==> src/rtl/picomips_opcodes.sv <==
// rtl/picomips_opcodes.sv - picoMIPS opcode field width and opcode encodings
`ifndef PICOMIPS_OPCODES_SV
`define PICOMIPS_OPCODES_SV

`define OPCODE_SIZE 4

`define OP_NOP   4'b0000
`define OP_ADD   4'b0001
`define OP_ADDI  4'b0010
`define OP_COPY  4'b0011
`define OP_MULT  4'b0100
`define OP_MULTI 4'b0101
`define OP_WLD0  4'b0110
`define OP_WLD1  4'b0111

`endif

==> src/rtl/picomips_seq_pkg.sv <==
// rtl/picomips_seq_pkg.sv - shared state type, counter widths and opcode constants for the sequencer
`ifndef PICOMIPS_OPCODES_SV
`include "picomips_opcodes.sv"
`endif

package picomips_seq_pkg;

    typedef enum logic [1:0] {
        RUN      = 2'd0,
        MUL_WAIT = 2'd1,
        HS_WAIT  = 2'd2
    } seq_state_t;

    localparam int MUL_CYCLES_MAX = 16;
    localparam int DEBOUNCE_MAX   = 255;

    // The wait counter holds at most MUL_CYCLES_MAX-2; the debounce counter at most DEBOUNCE_MAX-1.
    localparam int WAIT_CNT_W = $clog2(MUL_CYCLES_MAX - 1);
    localparam int DB_CNT_W   = $clog2(DEBOUNCE_MAX);

    localparam int OPC_W = `OPCODE_SIZE;

    localparam logic [OPC_W-1:0] OP_NOP   = `OP_NOP;
    localparam logic [OPC_W-1:0] OP_ADD   = `OP_ADD;
    localparam logic [OPC_W-1:0] OP_ADDI  = `OP_ADDI;
    localparam logic [OPC_W-1:0] OP_COPY  = `OP_COPY;
    localparam logic [OPC_W-1:0] OP_MULT  = `OP_MULT;
    localparam logic [OPC_W-1:0] OP_MULTI = `OP_MULTI;
    localparam logic [OPC_W-1:0] OP_WLD0  = `OP_WLD0;
    localparam logic [OPC_W-1:0] OP_WLD1  = `OP_WLD1;

endpackage

==> src/rtl/switch_debouncer.sv <==
// rtl/switch_debouncer.sv - two-flop synchroniser and stable-count debouncer for the handshake switch
module switch_debouncer
    import picomips_seq_pkg::*;
#(
    parameter int DEBOUNCE_CYCLES = 8
) (
    input  logic Clock,
    input  logic nReset,
    input  logic raw_in,
    output logic db_out
);

    localparam logic [DB_CNT_W-1:0] CNT_LAST = DB_CNT_W'(DEBOUNCE_CYCLES - 1);

    logic                sync1_q;
    logic                sync2_q;
    logic                db_q;
    logic                db_d;
    logic [DB_CNT_W-1:0] cnt_q;
    logic [DB_CNT_W-1:0] cnt_d;

    always_ff @(posedge Clock or negedge nReset) begin
        if (!nReset) begin
            sync1_q <= 1'b0;
            sync2_q <= 1'b0;
            db_q    <= 1'b0;
            cnt_q   <= '0;
        end else begin
            sync1_q <= raw_in;
            sync2_q <= sync1_q;
            db_q    <= db_d;
            cnt_q   <= cnt_d;
        end
    end

    // Any sample that agrees with the current output restarts the stability count.
    always_comb begin
        db_d  = db_q;
        cnt_d = '0;
        if (sync2_q != db_q) begin
            if (cnt_q == CNT_LAST) begin
                db_d = ~db_q;
            end else begin
                cnt_d = cnt_q + DB_CNT_W'(1);
            end
        end
    end

    assign db_out = db_q;

endmodule

==> src/rtl/exec_sequencer.sv <==
// rtl/exec_sequencer.sv - picoMIPS program counter owner with multiplier and handshake-load stall control
module exec_sequencer
    import picomips_seq_pkg::*;
#(
    parameter int PSIZE           = 6,
    parameter int OPCODE_SIZE     = `OPCODE_SIZE,
    parameter int MUL_CYCLES      = 4,
    parameter int DEBOUNCE_CYCLES = 8
) (
    input  logic                   Clock,
    input  logic                   nReset,
    input  logic [OPCODE_SIZE-1:0] opcode,
    input  logic                   dec_w,
    input  logic                   handshake_switch,
    output logic [PSIZE-1:0]       pc,
    output logic                   reg_we,
    output logic                   mul_start,
    output logic                   sw_db,
    output logic                   busy,
    output logic                   illegal
);

    localparam logic [WAIT_CNT_W-1:0] MUL_LOAD = WAIT_CNT_W'(MUL_CYCLES - 2);

    seq_state_t            state_q;
    seq_state_t            state_d;
    logic [PSIZE-1:0]      pc_q;
    logic [PSIZE-1:0]      pc_d;
    logic [WAIT_CNT_W-1:0] wait_q;
    logic [WAIT_CNT_W-1:0] wait_d;
    logic                  target_q;
    logic                  target_d;
    logic                  retire;
    logic                  we_c;
    logic                  start_c;
    logic                  ill_c;

    switch_debouncer #(
        .DEBOUNCE_CYCLES(DEBOUNCE_CYCLES)
    ) u_debouncer (
        .Clock (Clock),
        .nReset(nReset),
        .raw_in(handshake_switch),
        .db_out(sw_db)
    );

    always_ff @(posedge Clock or negedge nReset) begin
        if (!nReset) begin
            state_q  <= RUN;
            pc_q     <= '0;
            wait_q   <= '0;
            target_q <= 1'b0;
        end else begin
            state_q  <= state_d;
            pc_q     <= pc_d;
            wait_q   <= wait_d;
            target_q <= target_d;
        end
    end

    always_comb begin
        state_d  = state_q;
        wait_d   = wait_q;
        target_d = target_q;
        retire   = 1'b0;
        we_c     = 1'b0;
        start_c  = 1'b0;
        ill_c    = 1'b0;
        case (state_q)
            RUN: begin
                case (opcode)
                    OP_MULT, OP_MULTI: begin
                        start_c = 1'b1;
                        wait_d  = MUL_LOAD;
                        state_d = MUL_WAIT;
                    end
                    // opcode[0] is the switch level each handshake load waits for.
                    OP_WLD0, OP_WLD1: begin
                        if (sw_db == opcode[0]) begin
                            we_c   = 1'b1;
                            retire = 1'b1;
                        end else begin
                            target_d = opcode[0];
                            state_d  = HS_WAIT;
                        end
                    end
                    OP_NOP, OP_ADD, OP_ADDI, OP_COPY: begin
                        we_c   = dec_w;
                        retire = 1'b1;
                    end
                    default: begin
                        ill_c  = 1'b1;
                        retire = 1'b1;
                    end
                endcase
            end
            MUL_WAIT: begin
                if (wait_q == '0) begin
                    we_c    = 1'b1;
                    retire  = 1'b1;
                    state_d = RUN;
                end else begin
                    wait_d = wait_q - WAIT_CNT_W'(1);
                end
            end
            HS_WAIT: begin
                if (sw_db == target_q) begin
                    we_c    = 1'b1;
                    retire  = 1'b1;
                    state_d = RUN;
                end
            end
            default: begin
                state_d = RUN;
            end
        endcase
    end

    assign pc_d = retire ? pc_q + PSIZE'(1) : pc_q;

    // Strobes are forced low while reset is held so nothing fires from the reset-state opcode.
    assign pc        = pc_q;
    assign reg_we    = nReset & we_c;
    assign mul_start = nReset & start_c;
    assign illegal   = nReset & ill_c;
    assign busy      = (state_q != RUN);

endmodule

==> config.mk <==
export PLATFORM = sky130hd
export DESIGN_NAME = exec_sequencer
export DESIGN_NICKNAME = d
export VERILOG_FILES = /design/src/rtl/picomips_seq_pkg.sv /design/src/rtl/switch_debouncer.sv /design/src/rtl/exec_sequencer.sv
export VERILOG_INCLUDE_DIRS = /design/src /design/src/rtl
export SDC_FILE = /design/constraint.sdc
export NUM_CORES = 1
export LEC_CHECK = 0
export ABC_AREA = 1
export CAP_MARGIN = 5
export CORE_UTILIZATION = 45
export DETAILED_ROUTE_END_ITERATION = 10
export MAX_ROUTING_LAYER = met4
export PLACE_DENSITY = 0.65
export SLEW_MARGIN = 20
export SYNTH_ARGS = -nofsm -noshare
export SYNTH_HDL_FRONTEND = slang
export SYNTH_HIERARCHICAL = 1
export SYNTH_SLANG_ARGS = --single-unit
==> constraint.sdc <==
create_clock -name Clock -period 3 [get_ports Clock]
set_input_delay 0.45 -clock Clock [delete_from_list [all_inputs] [get_ports Clock]]
set_output_delay 0.45 -clock Clock [all_outputs]
set_load 0.01 [all_outputs]
## After elaboration in Yosys (flattened, before gate mapping)

Cells that the tools add are included.

- Add/sub/neg operators: 3
- Mux-type cells: 21
- Reductions and logical operators: 13
- Equal/unequal tests: 19
- Bitwise operators: 5

Operators by type and width:

| kind | count |
|---|---|
| $eq A4 B3 Y1 const B | 4 |
| $mux W8 | 2 |
| $add A8 B1 Y8 const B | 1 |
| $eq A4 B2 Y1 const B | 2 |
| $eq A8 B3 Y1 const B | 1 |
| $logic_not A4 Y1 | 2 |
| $mux W4 | 2 |
| $pmux W4 S2 | 1 |
| $reduce_or A8 Y1 | 1 |
| $mux W1 | 7 |
| $add A6 B1 Y6 const B | 1 |
| $mux W2 | 3 |
| $ne A2 B2 Y1 const B | 3 |
| $pmux W1 S3 | 2 |
| $pmux W2 S3 | 1 |
| $reduce_and A3 Y1 | 2 |
| $eq A4 B1 Y1 const B | 1 |
| $pmux W1 S2 | 2 |
| $pmux W2 S2 | 1 |
| $reduce_and A4 Y1 | 1 |
| $reduce_bool A2 Y1 | 2 |
| $reduce_or A2 Y1 | 2 |
| $reduce_or A4 Y1 | 1 |
| $sub A4 B1 Y4 const B | 1 |
| other kinds (11) | 15 |

- Bits of input ports: 8
- Output and inout bits: 11
- Flip-flop bits (word level): 24
- Word-level logic and storage cells: 69

## Logic depth before layout (Yosys ltp)

- Depth in word-level cells: 5
- Mapped depth: 8
- Depth with buffers taken out: 8

## Modules after synthesis

The synthesis kept the hierarchy.

By module, submodules not included:

| module | instances | cells an instance | area each (sq um) | sequential area each (sq um) |
|---|---|---|---|---|
| exec_sequencer | 1 | 110 | 820.8 | 325.3 |
| switch_debouncer | 1 | 61 | 531.8 | 275.3 |

## Least setup slack after synthesis

Ideal clock, no wire load.

- Path type: input to output
- From: input opcode[2]
- To: output reg_we
- Buffers on the path: 0
- Stages on the path: 6
- Required time: 2.550 ns
- Slack: 1.580 ns
- Arrival time: 0.970 ns
- Cells stage by stage: inv_1 -> nor2_4 -> nand3_1 -> nor2_1 -> nor2_1 -> nor2_1

- Longest elaborated chain between the ends: 5
- Elaborated cells on any way between the ends: 11
- Classes of those cells: eq/ne: 5; mux: 2; bitwise: 1; reduce/logical: 3

RTL lines:

| element | RTL line | text |
|---|---|---|
| start: declaration | exec_sequencer.sv:12 | `input logic [OPCODE_SIZE-1:0] opcode,` |
| $eq A4 B1 Y1, or another cell as far along | exec_sequencer.sv:71 | `case (opcode)` |
| $reduce_or A4 Y1 / $reduce_or A2 Y1 (equally long branches) | exec_sequencer.sv:71 |  |
| $pmux W1 S2 * | exec_sequencer.sv:71 |  |
| $pmux W1 S3 * | exec_sequencer.sv:69 | `case (state_q)` |
| $and A1 B1 Y1 * | exec_sequencer.sv:123 | `assign reg_we = nReset & we_c;` |
| end: declaration | exec_sequencer.sv:16 | `output logic reg_we,` |

Every way passes the cells marked *; elsewhere a longest branch is shown, timed or not.

## Worst setup path after layout

Same ends and word-level chain as after synthesis.

==> reports/metrics.cfg <==
[setup_path]
timing.critical_path.required_ns=2.55
cp_data_arrival_time_ns=1.98
worstSetupEndpointType=primary output
timing.critical_path.slowest_cell_delay_ns=0.54
crit_path_top_delay_cell=sky130_fd_sc_hd__clkdlybuf4s50_1
critical_path_cell_count=8
path_max_fanout=4
critical-path-top-delay-family=buffers and inverters
crit_top_cell=sky130_fd_sc_hd__nor2_1
reg2regPathDepth=8
crit_chain=clkdlybuf4s50_1 > inv_1 > nor2_4 > nand3_1 > nor2_1 > nor2_1 > nor2_1 > clkdlybuf4s50_1
setup.worst_path.start_class=primary input
path_class=in2out
buffer_and_inverter_count_on_the_worst_path=3
reg2reg_slack_ns=1.56

[power]
seq_power_share_pct=38.5
p_leak_nw=0.780
power-per-cell-area_mw_per_mm2=841
share_clk_of_total_power_pct=16.9
switching_share_pct=39.9
combPwrFrac_pct=44.6
power_dissipated_by_switching_net_loads_mw=0.548
internal_power_mw=0.825
irDropWorstVdd_mv=0.552

[sta]
rsz0062_at_grt=no
worst-slew-pin-transition_ns=0.307
slew_headroom_pct=79.5
drv_slew=0
min_period_ns=2.43
final.setup.tns_ns=0
setup-violations-final=0
fmaxAchievable_mhz=411
clock-skew-final_ns=0.00140
hold_viol_final=0
min_period_over_period_pct=81.1

[place]
dp.final_hpwl_mm=1.98
placed_cells=221
replace_congestion=0.822
portBuffers=18

[route]
route.final.wire_length_mm=2.54
remaining_drc_errors=0
dr.pass1.iters=4
detail-route-antenna-nets=0
post_detailed_route_via_to_cell_ratio=4.88
drt_first_iter_violations=23
avgRoutedWirePerCell_um=11.3
detailroute.via_count=1099

[final_layout]
number_of_antenna_repair_diodes=0
syn_to_final_growth_pct=20.6
layoutNonFillerInstCount=225
final_nets=207
layout-drive-gt1-share_pct=12.9

[grt]
antenna_violations_before_repair=0
grt_pass1_vias=1159
grt_max_degree=25
grt_overflow_total=0
grt_pass1_wl_mm=4.60
globalRouteTotalUtil_pct=18.7

[die]
die-area_mm2=0.00323
io_pins=19
fp.coreArea_mm2=0.00281
initial_core_util_pct=48.2
num_rows=19
die_width_um=56.8
die_h_um=56.8

[run]
max_cap_viol_count=0

[synth]
yosys_register_bits=24
synth_fp_nets=183
post_synth_inst_count=171
synth.yosys.warnings=6
synth.lib_cells_used.distinct=20
seq_area_frac_synth_pct=44.4
synthesis.area_mm2=0.00135
postSynthAreaPerCell_um2=7.91

[clocking]
cts.root.buffer_cell=sky130_fd_sc_hd__clkbuf_4
register_clock_pin_slew_on_the_reported_worst_setup_and_hold_paths_ns=0.13
post_cts_resized=0
cts_made_buffers=3
clock_tree_from_tritoncts=built
ctsHtreeMaxLevel=1
cts_num_sinks=24
cts-root-to-sink-buffers=2
clock_latency_on_the_worst_skew_pair_ns=0.31
cts_hold_repair.buffers=0
post_cts_buffers=0

[worst_hold_path]
timing.hold.worst_path_depth=0
min_delay_path_class=reg2reg

[status]
outcome=complete, no violations

worst paths after layout:
kind,endpoint,startpoint
setup / recovery,reg_we,opcode[2]
hold / removal,u_debouncer/sync2_q$_DFF_PN0_,u_debouncer/sync1_q$_DFF_PN0_
setup reg to reg,pc[4]$_DFFE_PN0P_,wait_q[0]$_DFFE_PN0P_
hold reg to reg,u_debouncer/sync2_q$_DFF_PN0_,u_debouncer/sync1_q$_DFF_PN0_
max in group asynchronous,u_debouncer/cnt_q[0]$_DFF_PN0_,nReset
min in group asynchronous,wait_q[2]$_DFFE_PN0P_,nReset
sequential cells by signal, summed over array words and instances, names as in the netlist:
| name | cells |
|---|---|
| pc | 6 |
| state_q | 2 |
| target_q | 1 |
| u_debouncer/cnt_q | 8 |
| u_debouncer/db_out | 1 |
| u_debouncer/sync1_q | 1 |
| u_debouncer/sync2_q | 1 |
| wait_q | 4 |
stage by stage:
step	area, um^2	util, %	hold WS, ns	setup WS, ns	power, mW
after floorplan	1350	-	0.154	1.58	0.934
after global placement	1580	56.3	0.334	0.603	1.13
after detailed placement	1580	56.3	0.336	0.569	1.15
after CTS	1630	58.2	0.369	0.567	1.40
after global routing	1630	58.2	0.383	0.439	1.49
final	1630	58.2	0.364	0.568	1.37
synthesized netlist by cell type (all sizes together):
| master | n | area (um^2) |
|---|---|---|
| xor2 | 5 | 43.8 |
| inv | 20 | 75.1 |
| o21ai | 8 | 43.8 |
| nand3 | 21 | 110 |
| dfrtp | 24 | 601 |
| nand4 | 1 | 6.26 |
| nor2 | 33 | 176 |
| ha | 4 | 50.1 |
| a21oi | 2 | 10.0 |
| nand3b | 2 | 15.0 |
| xnor2 | 3 | 26.3 |
| nand2 | 48 | 195 |
routing by layer:
layer	wire (um)	GRT usage [%]	vias to the layer above	part of all wire, %
met1	1130	22.9	502	44
met5	0	-	-	0
met3	51	2.07	4	2.0
li1	-	-	581	-
met4	40	8.36	0	1.6
met2	1320	31.3	12	52
cell families (layout without fill, tap and decap cells):
kind of cell | after synthesis | after routing | share of synthesized area, %
AOI/OAI and AO/OA | 10 | 10 | 3.98
xor gates and xnor gates | 8 | 8 | 5.18
and+or+nand+nor | 105 | 105 | 37.2
DFF | 24 | 24 | 44.4
buffers and inverters | 20 | 43 | 5.55
adders and majority gates | 4 | 4 | 3.70
worst register-to-register path: stages (launching register included):
cell	delay, ns
sky130_fd_sc_hd__dfrtp_1	0.39
sky130_fd_sc_hd__inv_1	0.10
sky130_fd_sc_hd__ha_1	0.23
sky130_fd_sc_hd__nand2_1	0.14
sky130_fd_sc_hd__nor2_1	0.23
sky130_fd_sc_hd__nor2_4	0.11
sky130_fd_sc_hd__nand2_4	0.10
sky130_fd_sc_hd__nand2_1	0.06
sky130_fd_sc_hd__nand2_1	0.05
cells in the final DEF (no fill, tap or decap), drive strengths merged:
cell type,netlist,final
inv,20,20
nor2,33,33
clkdlybuf4s50,0,18
xor2,5,5
bufinv,0,1
a21oi,2,2
buf,0,1
xnor2,3,3
nand4,1,1
o21ai,8,8
dfrtp,24,24
nand2,48,48
nand3b,2,2
ha,4,4
nand3,21,21
clkbuf,0,3
final cells by class:
type                    count  area, um^2
repair buffers             19         188
fillers                   260        1170
inverters                  20        75.1
flip-flops and latches     24         601
clock inverters             1        30.0
well taps                  31        38.8
multi-input cells         127         677
clock buffers               3        22.5
power by group through the flow:
stage	combinational [mW]	sequential, mW	clock [mW]
after floorplan	0.397	0.537	0
after global placement	0.599	0.531	0
after detailed placement	0.615	0.537	0
after CTS	0.620	0.531	0.245
after global routing	0.694	0.545	0.254
final	0.612	0.529	0.232
Power figures use the tool's default switching activity.
